`config.mk`:
```
export PLATFORM = sky130hd
export DESIGN_NAME = uart_rx
export DESIGN_NICKNAME = d
export VERILOG_FILES = /design/src/rtl/uart_pkg.sv /design/src/rtl/uart_sync.sv /design/src/rtl/uart_rx.sv
export SDC_FILE = /design/constraint.sdc
export NUM_CORES = 1
export LEC_CHECK = 0
export CELL_PAD_IN_SITES_DETAIL_PLACEMENT = 2
export CELL_PAD_IN_SITES_GLOBAL_PLACEMENT = 2
export CORE_AREA = 2 2 78 80
export DETAILED_ROUTE_END_ITERATION = 8
export DIE_AREA = 0 0 80 82
export PLACE_DENSITY_LB_ADDON = 0.1
export SYNTH_ARGS = -nofsm -noshare
export SYNTH_HDL_FRONTEND = slang
export SYNTH_SLANG_ARGS = --single-unit
```
`constraint.sdc`:
```
create_clock -name clk -period 2.25 [get_ports clk]
set_input_delay 0.3375 -clock clk [delete_from_list [all_inputs] [get_ports clk]]
set_output_delay 0.3375 -clock clk [all_outputs]
set_load 0.005 [all_outputs]
```
`src/rtl/uart_pkg.sv`:
```
// rtl/uart_pkg.sv - shared UART definitions (frame format, receiver state encoding)
// Purpose: constants and types common to the UART transmitter and receiver.
// Ports: none (package).
package uart_pkg;

  localparam int   UART_DATA_BITS  = 8;
  localparam logic UART_STOP_LEVEL = 1'b1;
  localparam logic UART_IDLE_LEVEL = 1'b1;

  // One-hot receiver states.
  typedef enum logic [5:0] {
    RX_IDLE      = 6'b000001,
    RX_START     = 6'b000010,
    RX_DATA      = 6'b000100,
    RX_STOP      = 6'b001000,
    RX_DONE      = 6'b010000,
    RX_WAIT_IDLE = 6'b100000
  } rx_state_t;

endpackage

```
`src/rtl/uart_sync.sv`:
```
// rtl/uart_sync.sv - two-flop synchroniser for an asynchronous single-bit input
// Purpose: bring an asynchronous level into the clk domain.
// Ports:
//   clk   - system clock
//   rst_n - synchronous active-low reset; both flops load RESET_VAL
//   d     - asynchronous input
//   q     - synchronised output (second flop)
module uart_sync #(
  parameter logic RESET_VAL = 1'b1
) (
  input  logic clk,
  input  logic rst_n,
  input  logic d,
  output logic q
);

  logic meta;

  always_ff @(posedge clk) begin
    if (!rst_n) begin
      meta <= RESET_VAL;
      q    <= RESET_VAL;
    end else begin
      meta <= d;
      q    <= meta;
    end
  end

endmodule

```
`src/rtl/uart_rx.sv`:
```
// rtl/uart_rx.sv - 8N1 UART receiver with mid-bit sampling and framing-error detect
// Purpose: recover bytes from the serial RX line.
// Ports:
//   clk        - system clock
//   rst_n      - synchronous active-low reset
//   data_in    - asynchronous serial line, idles high
//   byte_recv  - last good byte, held until the next good frame
//   data_valid - one-cycle pulse when byte_recv updates
//   rx_active  - high while a frame is in progress (registered)
//   frame_err  - one-cycle pulse when the stop bit samples low
module uart_rx
  import uart_pkg::*;
#(
  parameter int CLKS_PER_BIT = 217
) (
  input  logic       clk,
  input  logic       rst_n,
  input  logic       data_in,
  output logic [7:0] byte_recv,
  output logic       data_valid,
  output logic       rx_active,
  output logic       frame_err
);

  localparam int HALF_BIT = CLKS_PER_BIT / 2;
  localparam int CNT_W    = $clog2(CLKS_PER_BIT);
  localparam int IDX_W    = $clog2(UART_DATA_BITS);

  localparam logic [CNT_W-1:0] HALF_LAST = CNT_W'(HALF_BIT - 1);
  localparam logic [CNT_W-1:0] BIT_LAST  = CNT_W'(CLKS_PER_BIT - 1);
  localparam logic [IDX_W-1:0] IDX_LAST  = IDX_W'(UART_DATA_BITS - 1);

  logic                      rx_s;
  rx_state_t                 state, state_nxt;
  logic [CNT_W-1:0]          timer;
  logic [IDX_W-1:0]          bit_idx;
  logic [UART_DATA_BITS-1:0] shift;
  logic                      half_hit, bit_hit;
  logic                      valid_nxt, err_nxt, active_nxt;

  uart_sync #(.RESET_VAL(UART_IDLE_LEVEL)) u_sync (
    .clk   (clk),
    .rst_n (rst_n),
    .d     (data_in),
    .q     (rx_s)
  );

  assign half_hit = (timer == HALF_LAST);
  assign bit_hit  = (timer == BIT_LAST);

  // State register plus the bit timer / shift datapath it steers.
  always_ff @(posedge clk) begin
    if (!rst_n) begin
      state      <= RX_IDLE;
      timer      <= '0;
      bit_idx    <= '0;
      shift      <= '0;
      byte_recv  <= 8'h00;
      data_valid <= 1'b0;
      frame_err  <= 1'b0;
      rx_active  <= 1'b0;
    end else begin
      state      <= state_nxt;
      data_valid <= valid_nxt;
      frame_err  <= err_nxt;
      rx_active  <= active_nxt;
      if (valid_nxt) byte_recv <= shift;

      case (state)
        RX_START: timer <= half_hit ? '0 : timer + 1'b1;
        RX_DATA: begin
          timer <= bit_hit ? '0 : timer + 1'b1;
          if (bit_hit) begin
            shift[bit_idx] <= rx_s;
            bit_idx        <= (bit_idx == IDX_LAST) ? '0 : bit_idx + 1'b1;
          end
        end
        RX_STOP: timer <= bit_hit ? '0 : timer + 1'b1;
        default: begin
          timer   <= '0;
          bit_idx <= '0;
        end
      endcase
    end
  end

  always_comb begin
    state_nxt = state;
    case (state)
      RX_IDLE:      if (!rx_s) state_nxt = RX_START;
      // A start bit that is high again at mid-bit was a glitch.
      RX_START:     if (half_hit) state_nxt = rx_s ? RX_IDLE : RX_DATA;
      RX_DATA:      if (bit_hit && bit_idx == IDX_LAST) state_nxt = RX_STOP;
      RX_STOP:      if (bit_hit) state_nxt = (rx_s == UART_STOP_LEVEL) ? RX_DONE : RX_WAIT_IDLE;
      RX_DONE:      state_nxt = RX_IDLE;
      // Hold off until the line returns high so a break is not re-read as frames.
      RX_WAIT_IDLE: if (rx_s) state_nxt = RX_IDLE;
      default:      state_nxt = RX_IDLE;
    endcase
  end

  always_comb begin
    valid_nxt  = (state == RX_STOP) && bit_hit && (rx_s == UART_STOP_LEVEL);
    err_nxt    = (state == RX_STOP) && bit_hit && (rx_s != UART_STOP_LEVEL);
    active_nxt = (state == RX_START) || (state == RX_DATA) || (state == RX_STOP);
  end

endmodule

```
==> results of run 1 <==
==> per-layer routing <==
layer | routed length [µm] | vias to the layer above
li1 | - | 641
met1 | 1890 | 648
met2 | 1950 | 9
met3 | 82 | 5
met4 | 51 | 0
met5 | 0 | -
==> registers in the layout, indices dropped and copies added, names as in the netlist <==
register / cells
rx_active: 1
data_valid: 1
u_sync.q: 1
byte_recv: 8
shift: 8
timer: 8
frame_err: 1
state: 6
u_sync.meta: 1
bit_idx: 3
==> cells in the final DEF, fill, tap and decap left out, drive strengths merged, types with 3 or more instances in the layout <==
cell           count
dfxtp             38
nor2              30
mux2i             17
clkdlybuf4s50     13
nand2             10
nand3              6
clkbuf             6
xor2               5
inv                4
nand4b             4
ha                 4
o21ai              4
a21oi              4
nor3b              4
nor4               3
a22oi              3
o211ai             3
and3               3
and4bb             3
buf                3
==> layout make-up <==
cell class	count	area, µm²	share of cell area
clock buffers	6	82.6	0.0410
flip-flops and latches	38	761	0.378
well taps	75	93.8	0.0466
multi-input cells	124	850	0.422
inverters	4	15.0	0.00745
clock inverters	2	60.1	0.0298
repair buffers	16	153	0.0758
==> cell usage after synthesis (all sizes together) (4+ instances only) <==
library cell	number	area, µm²
mux2i	17	170
ha	4	50.1
xor2	5	43.8
inv	4	15.0
nand2	10	37.5
dfxtp	38	761
nor2	30	113
o21ai	4	20.0
nand3	6	30.0
a21oi	4	23.8
buf	4	25.0
nor3b	4	40.0
nand4b	4	35.0
==> power by group through the flow <==
stage / combinational (mW) / clock, mW / sequential (mW)
4_1_cts: 0.0869 / 0.737 / 0.699
6_report: 0.0860 / 0.713 / 0.699
3_3_place_gp: 0.0844 / 0 / 0.714
3_5_place_dp: 0.0868 / 0 / 0.715
2_1_floorplan: 0.0626 / 0 / 0.710
5_1_grt: 0.0950 / 0.767 / 0.701
==> critical path, cell delays in order, from the launching register on <==
cell	delay, ps
dfxtp_1	500
ha_1	200
ha_1	160
nor3b_1	50
o21ai_0	340
o2111ai_1	290
a21oi_1	230
o32ai_1	110
==> how the worst min path moves through the flow <==
stage | startpoint | to | slack [ps] | depth (start not counted)
CTS | u_sync.meta$_SDFF_PN1_ | u_sync.q$_SDFF_PN1_ | 430 | 1
finish | u_sync.meta$_SDFF_PN1_ | u_sync.q$_SDFF_PN1_ | 430 | 1
global placement | u_sync.meta$_SDFF_PN1_ | u_sync.q$_SDFF_PN1_ | 400 | 1
detailed placement | u_sync.meta$_SDFF_PN1_ | u_sync.q$_SDFF_PN1_ | 400 | 1
floorplan | u_sync.meta$_SDFF_PN1_ | u_sync.q$_SDFF_PN1_ | 390 | 1
global route | u_sync.meta$_SDFF_PN1_ | u_sync.q$_SDFF_PN1_ | 480 | 1
==> cell families (layout without fill, tap and decap cells) <==
logic type	Yosys count	count (layout)	synth area share
AO/OA/AOI/OAI	20	20	0.0866
multiplexers	17	17	0.102
buffers and inverters	11	28	0.0309
XOR/XNOR	7	7	0.0369
AND/OR/NAND/NOR	76	76	0.255
flip-flops	38	38	0.458
adder cells (fa/ha/maj)	4	4	0.0301
==> run metrics, run 1 <==
status=complete, no violations; largest net degree at the start of global routing=22; share of post-route cells with drive strength above 1=0.0842; Pre-Repair DR Iteration Count=3; deepest clock path buffer count=2; critical path endpoint category=flip-flop; final hold vios=0; worst reg-to-reg setup slack=around 250 ps; Slew Viols, Final=0; Setup crit end=state[5]$_SDFFE_PN0P_; Critical Path AT=2180 ps; number of port buffers=13; WL/cell=roughly 15 µm; met2 usage=0.225; met1 usage=0.164; CP max FO=10; Worst EP required=2420 ps; ANT cells=0; worst rel slew slack=0.638; First DRT Iteration DRCs=32; clk_skew=4.47 ps; maximum VDD drop=0.316 mV; Worst-Margin Slew=538 ps; Post-Synthesis Cells=between 150 and 200; final setup fails=0; minimum clock period=2000 ps; Routed Antenna Nets=0; drt total wl=3.98 mm; switching pwr=306 µW; Die X=80 µm; Initial Util=0.289; CTS Buf Count=5; core area=approximately 5700 µm²; fin crit share=0.891; gr busiest metal=met2; clock root buffer=clkbuf_8; I/O pin cnt=14; worst r2r src=bit_idx[0]$_SDFFE_PN0P_; syn_nets=180; number of enable flip-flop cells after synthesis=0; r2r worst-path depth=7; Mean Syn Cell Area=between 9 and 10 µm²; post-synthesis sequential area ratio=0.458; hold slack final=428 ps; global-route wire length before repair=6.74 mm; Reg power frac=0.467; Die ar.=6560 µm²; setup bufs post-CTS=0; drt via density=slightly below 5; clk sinks=38; Remaining Overflow, GRT=0; clock power share=0.476; synthesis warning total=0; Switching Fraction=0.204; DP Area=1870 µm²; combinational share of power=0.057; worst skew pair latency=290 ps; max cap viols=0; hold crit path type=reg -> reg; Final GP Congestion=0.751; Place WS=284 ps; final worst setup slack=245 ps; Critical Path Start=bit_idx[0]$_SDFFE_PN0P_; Net count, final=196; number of global-route vias before repair=1,417; Fill cells=661; vias=between 1,000 and 1,500; Die Y=just over 80 µm; Post-Syn Area=1660 µm²; async set-reset flop share out of synthesis=0; crit path launch type=flip-flop; GRT Resource Usage Total=0.134; post-cts sizing count=0; Non-Filler Instances=between 200 and 300; met3 usage=0.0330; setup TNS=0 ps; Max Freq=0.499 GHz; FP Rows=28; Hold Buf Count CTS=0; clock-pin slew on the worst setup and hold paths=70 ps; P_int=1.19 mW; H-tree depth=2; R2R Path End=state[5]$_SDFFE_PN0P_; initial antenna violation count=0; cell count after placement=257; FF+latch count, synth=38; PD cells=744 nW/µm²; post-synthesis cell type count=38; Primary FF master, synth=dfxtp_1; DP HPWL=~3.0 mm; number of remaining DRC errors=0; Setup CP Type=reg -> reg; leakage power=between 0.8 and 0.9 nW; CTS tree=yes; post-layout util=0.351; area growth from synthesis to layout=21.2%; RSZ-0062 raised after global routing=no; Pwr Total=1.50 mW; design area=roughly 2000 µm²
(Power assumes the default switching activity.)
==> run 2, diff against run 1 <==
HOLD_SLACK_MARGIN = 0.06   (was default)
PLACE_DENSITY = 0.68   (was default)
PLACE_DENSITY_LB_ADDON = default   (was 0.1)
==> run 2 against run 1 <==
Combinational power shrank 2.3%. Wire length shrank 0.40%. Sequential share of layout area grew 0.57 points. Largest power group is now sequential cells. Non-clock buffer count is the same. Core utilization shrank 0.52 points. Highest routed layer unchanged. Setup slack gained 53 ps. Final area shrank 1.5%. Final cell count shrank 0.38%. Die area is the same. Clock power shrank 19%. Critical endpoint is now state[3]$_SDFFE_PN0P_. Clock skew shrank 0.99 ps. Largest cell class unchanged.
==> run metrics, run 2 (synthesized netlist as in run 1, its figures left out) <==
cell count after placement=257; CP max stage cell=dfxtp_1; slowest stage delay, CP=around 480 ps; clock power share=0.425; setup TNS=0 ps; met1 WL=1.67 mm; Setup CP Type=reg -> reg; ANT cells=0; R2R Path End=state[3]$_SDFFE_PN0P_; Final GP Congestion=0.822; share of post-route cells with drive strength above 1=0.0794; deepest clock path buffer count=2; Die X=80 µm; DP HPWL=2.89 mm; Hold Buf Count CTS=0; hold depth=1; hold crit path type=reg -> reg; worst r2r src=bit_idx[1]$_SDFFE_PN0P_; critical path endpoint category=flip-flop; GRT Resource Usage Total=0.134; Worst EP required=between 2000 and 2500 ps; cell mode on critical path=ha_1; global-route wire length before repair=6.73 mm; combinational share of power=0.062; area growth from synthesis to layout=19.4%; hold path endpoint=u_sync.q$_SDFF_PN1_; clk_skew=between 3 and 4 ps; WL/cell=15.0 µm; number of remaining DRC errors=0; minimum clock period=around 2000 ps; hold_sp=u_sync.meta$_SDFF_PN1_; max cap viols=0; area of the multi-input gates=850 µm²; PD cells=687 nW/µm²; r2r worst-path depth=6; Max Freq=0.512 GHz; most common cell after layout, fill and taps aside=dfxtp_1; Fill cells=661; Routed met3 length=77 µm; Non-Filler Instances=264; post-layout util=0.345; family with the most delay on the worst path=compound AO/OA/AOI/OAI gates; Routed Antenna Nets=0; crit path cell chain=ha_1, ha_1, nor3b_1, o21ai_0, o2111ai_1, o32ai_1; status=complete, no violations; Die ar.=6560 µm²; Reg area=761 µm²; crit path buf inv count=0; worst reg-to-reg setup slack=300 ps; initial antenna violation count=0; CP max FO=9; setup bufs post-CTS=0; vias=1,321; Met2 Routed Length=2.16 mm; Remaining Overflow, GRT=0; Critical Path Start=bit_idx[1]$_SDFFE_PN0P_; fin crit share=0.867; Pwr Total=1.36 mW; number of port buffers=13; clock-pin slew on the worst setup and hold paths=~70 ps; Die Y=between 80 and 90 µm; Net count, final=around 200; First DRT Iteration DRCs=43; final hold vios=0; largest net degree at the start of global routing=22; crit path launch type=flip-flop; worst rel slew slack=0.656; switching pwr=290 µW; post-cts sizing count=0; number of global-route vias before repair=about 1,400; Pre-Repair DR Iteration Count=2; maximum VDD drop=around 0.28 mV; RSZ-0062 raised after global routing=no; H-tree depth=2; core area=5750 µm²; Switching Fraction=0.213; commonest non-fill, non-tap cells in the layout=dfxtp_1, nor2_1, mux2i_1; P_int=1.07 mW; DR top layer=met4; FP Rows=28; Initial Util=0.289; drt via density=5.00; worst skew pair latency=280 ps; leakage power=0.813 nW; Regs by FF count=byte_recv (8), shift (8), timer (8); CTS Buf Count=5; Worst-Margin Slew=slightly above 500 ps; CTS tree=yes; Slew Viols, Final=0; clk sinks=38; final setup fails=0; drt total wl=3.96 mm; Reg power frac=0.513; I/O pin cnt=14; Critical Path AT=2140 ps; clock root buffer=clkbuf_8
[run 2: worst max path at each step]
stage,end,slack [ps],cells after the start
finish,state[3]$_SDFFE_PN0P_,300,6
global route,state[3]$_SDFFE_PN0P_,90,6
CTS,state[3]$_SDFFE_PN0P_,270,6
detailed placement,state[3]$_SDFFE_PN0P_,320,6
global placement,shift[2]$_SDFFE_PN0P_,420,7
floorplan,shift[4]$_SDFFE_PN0P_,650,8
[run 2: stage by stage]
| stage | area [µm²] | worst slack, ps | hold WS (ps) |
|---|---|---|---|
| 2_1_floorplan | 1660 | 648 | 386 |
| 3_5_place_dp | 1870 | 321 | 402 |
| 3_3_place_gp | 1870 | 420 | 399 |
| 4_1_cts | 1980 | 275 | 418 |
| 6_report | 1980 | 298 | 412 |
| 5_1_grt | 1980 | 88.2 | 454 |
[run 2: cell type report]
class,count,share of cell area
Timing Repair Buffer,16,0.0769
Inverter,4,0.00757
Clock buffer,6,0.0416
Clock inverter,1,0.0151
Tap cell,75,0.0473
Multi-Input combinational cell,124,0.428
Sequential cell,38,0.383
[run 2: metal layers]
metal / vias up / track usage
li1: 644 / -
met1: 660 / 0.143
met2: 12 / 0.254
met3: 5 / 0.0297
met4: 0 / 0.0559
met5: - / 0
[run 2: worst register-to-register path, stage by stage (launching register included)]
cell	delay (ps)
dfxtp_1	480
ha_1	210
ha_1	160
nor3b_1	50
o21ai_0	320
o2111ai_1	280
o32ai_1	340
[run 2: power groups by stage]
stage	Sequential [mW]	Clock (mW)	Combinational [mW]
global route	0.702	0.638	0.0946
floorplan	0.710	0	0.0626
detailed placement	0.715	0	0.0834
CTS	0.699	0.603	0.0857
global placement	0.714	0	0.0811
finish	0.700	0.579	0.0840
==> run 3, diff against run 2 <==
GPL_TIMING_DRIVEN = 0   (was default)
SKIP_CTS_REPAIR_TIMING = 1   (was default)
==> run 3 against run 2 <==
Clock power decreased by 12%. Sequential cell count unchanged. Sequential power about the same. Die area unchanged. Sequential share of layout area increased by 0.073 points. Final cell count increased by 1.9%. Core utilization decreased by 0.065 points. Clock-buffer cell count unchanged. Hold slack improved by 3.4 ps. Critical path type unchanged. Largest power group unchanged.
==> run metrics, run 3 (synthesized netlist as in run 1, its figures left out) <==
Reg power frac=0.540; switching pwr=330 µW; worst skew pair latency=~300 ps; Regs by FF count=byte_recv (8), shift (8), timer (8); Max Freq=0.485 GHz; clock root buffer=clkbuf_8; hold crit path type=reg -> reg; Worst-Margin Slew=between 400 and 500 ps; Die X=80 µm; share of post-route cells with drive strength above 1=0.0876; CP max FO=9; CTS tree=yes; Final GP Congestion=0.873; Pwr Total=1.30 mW; status=complete, no violations; crit path cell chain=ha_1, ha_1, nor3b_1, o21ai_0, o2111ai_1, a21oi_1, o32ai_1; number of port buffers=13; clock power share=0.394; PD cells=654 nW/µm²; I/O pin cnt=14; Die Y=a little over 80 µm; commonest non-fill, non-tap cells in the layout=dfxtp_1, nor2_1, mux2i_1; drt via density=5.00; CTS Buf Count=5; clk_skew=7.18 ps; number of remaining DRC errors=0; fin crit share=0.916; Die ar.=6560 µm²; Pre-Repair DR Iteration Count=4; FP Rows=28; hold slack final=415 ps; WL/cell=about 16 µm; slowest stage delay, CP=480 ps; minimum clock period=2060 ps; combinational share of power=0.066; Critical Path AT=2240 ps; DP HPWL=3.09 mm; Setup CP Type=reg -> reg; max cap viols=0; First DRT Iteration DRCs=37; largest net degree at the start of global routing=13; crit path buf inv count=0; Net count, final=200; CP max stage cell=dfxtp_1; final setup fails=0; Worst EP required=2430 ps; maximum VDD drop=0.200 mV; Remaining Overflow, GRT=0; family with the most delay on the worst path=compound AO/OA/AOI/OAI gates; core area=5750 µm²; drt total wl=4.22 mm; cell mode on critical path=ha_1; cell count after placement=roughly 260; Initial Util=0.289; worst rel slew slack=0.676; deepest clock path buffer count=2; global-route wire length before repair=7.05 mm; Reg area=761 µm²; leakage power=about 0.8 nW; clk sinks=38; final hold vios=0; Slew Viols, Final=0; Routed Antenna Nets=0; area of the multi-input gates=850 µm²; setup TNS=0 ps; H-tree depth=2; clock-pin slew on the worst setup and hold paths=80 ps; Switching Fraction=0.255; post-layout util=0.345; RSZ-0062 raised after global routing=no; initial antenna violation count=0; number of global-route vias before repair=roughly 1,400; Fill cells=661; crit path launch type=flip-flop; P_int=965 µW; most common cell after layout, fill and taps aside=dfxtp_1; Non-Filler Instances=269; ANT cells=0; area growth from synthesis to layout=19.2%; vias=1,345; critical path endpoint category=flip-flop; GRT Resource Usage Total=0.144
-- run 3: layout make-up --
type	count	share of cell area
multi-input cells	124	0.429
repair buffers	13	0.0657
clock inverters	2	0.00632
inverters	4	0.00758
clock buffers	6	0.0417
flip-flops and latches	38	0.384
plain buffers	7	0.0183
well taps	75	0.0474
-- run 3: final timing paths --
kind | startpoint | to | slack (ps) | cells after the start
setup reg to reg | bit_idx[1]$_SDFFE_PN0P_ | state[5]$_SDFFE_PN0P_ | 190 | 7
hold reg to reg | u_sync.meta$_SDFF_PN1_ | u_sync.q$_SDFF_PN1_ | 420 | 1
setup / recovery | bit_idx[1]$_SDFFE_PN0P_ | state[5]$_SDFFE_PN0P_ | 190 | 7
hold / removal | u_sync.meta$_SDFF_PN1_ | u_sync.q$_SDFF_PN1_ | 420 | 1
-- run 3: power by group through the flow --
| stage | registers, mW | clock network (mW) | logic, mW |
|---|---|---|---|
| detailed placement | 0.715 | 0 | 0.0864 |
| CTS | 0.700 | 0.530 | 0.0870 |
| global route | 0.701 | 0.561 | 0.0973 |
| global placement | 0.714 | 0 | 0.0829 |
| floorplan | 0.710 | 0 | 0.0626 |
| finish | 0.699 | 0.511 | 0.0849 |
-- run 3: routing by layer --
| layer | global-route usage | share of wire | routed length [µm] |
|---|---|---|---|
| met3 | 0.0396 | 0.026 | 109 |
| met5 | 0 | 0 | 0 |
| met1 | 0.174 | 0.46 | 1920 |
| met2 | 0.239 | 0.50 | 2100 |
| met4 | 0.0627 | 0.022 | 91 |
-- run 3: through the flow --
stage                     setup slack, ps  cell area (µm²)
after floorplan                       648             1660
after global routing                 12.4             1980
after detailed placement              252             1890
final                                 188             1980
after CTS                             229             1980
after global placement                292             1890
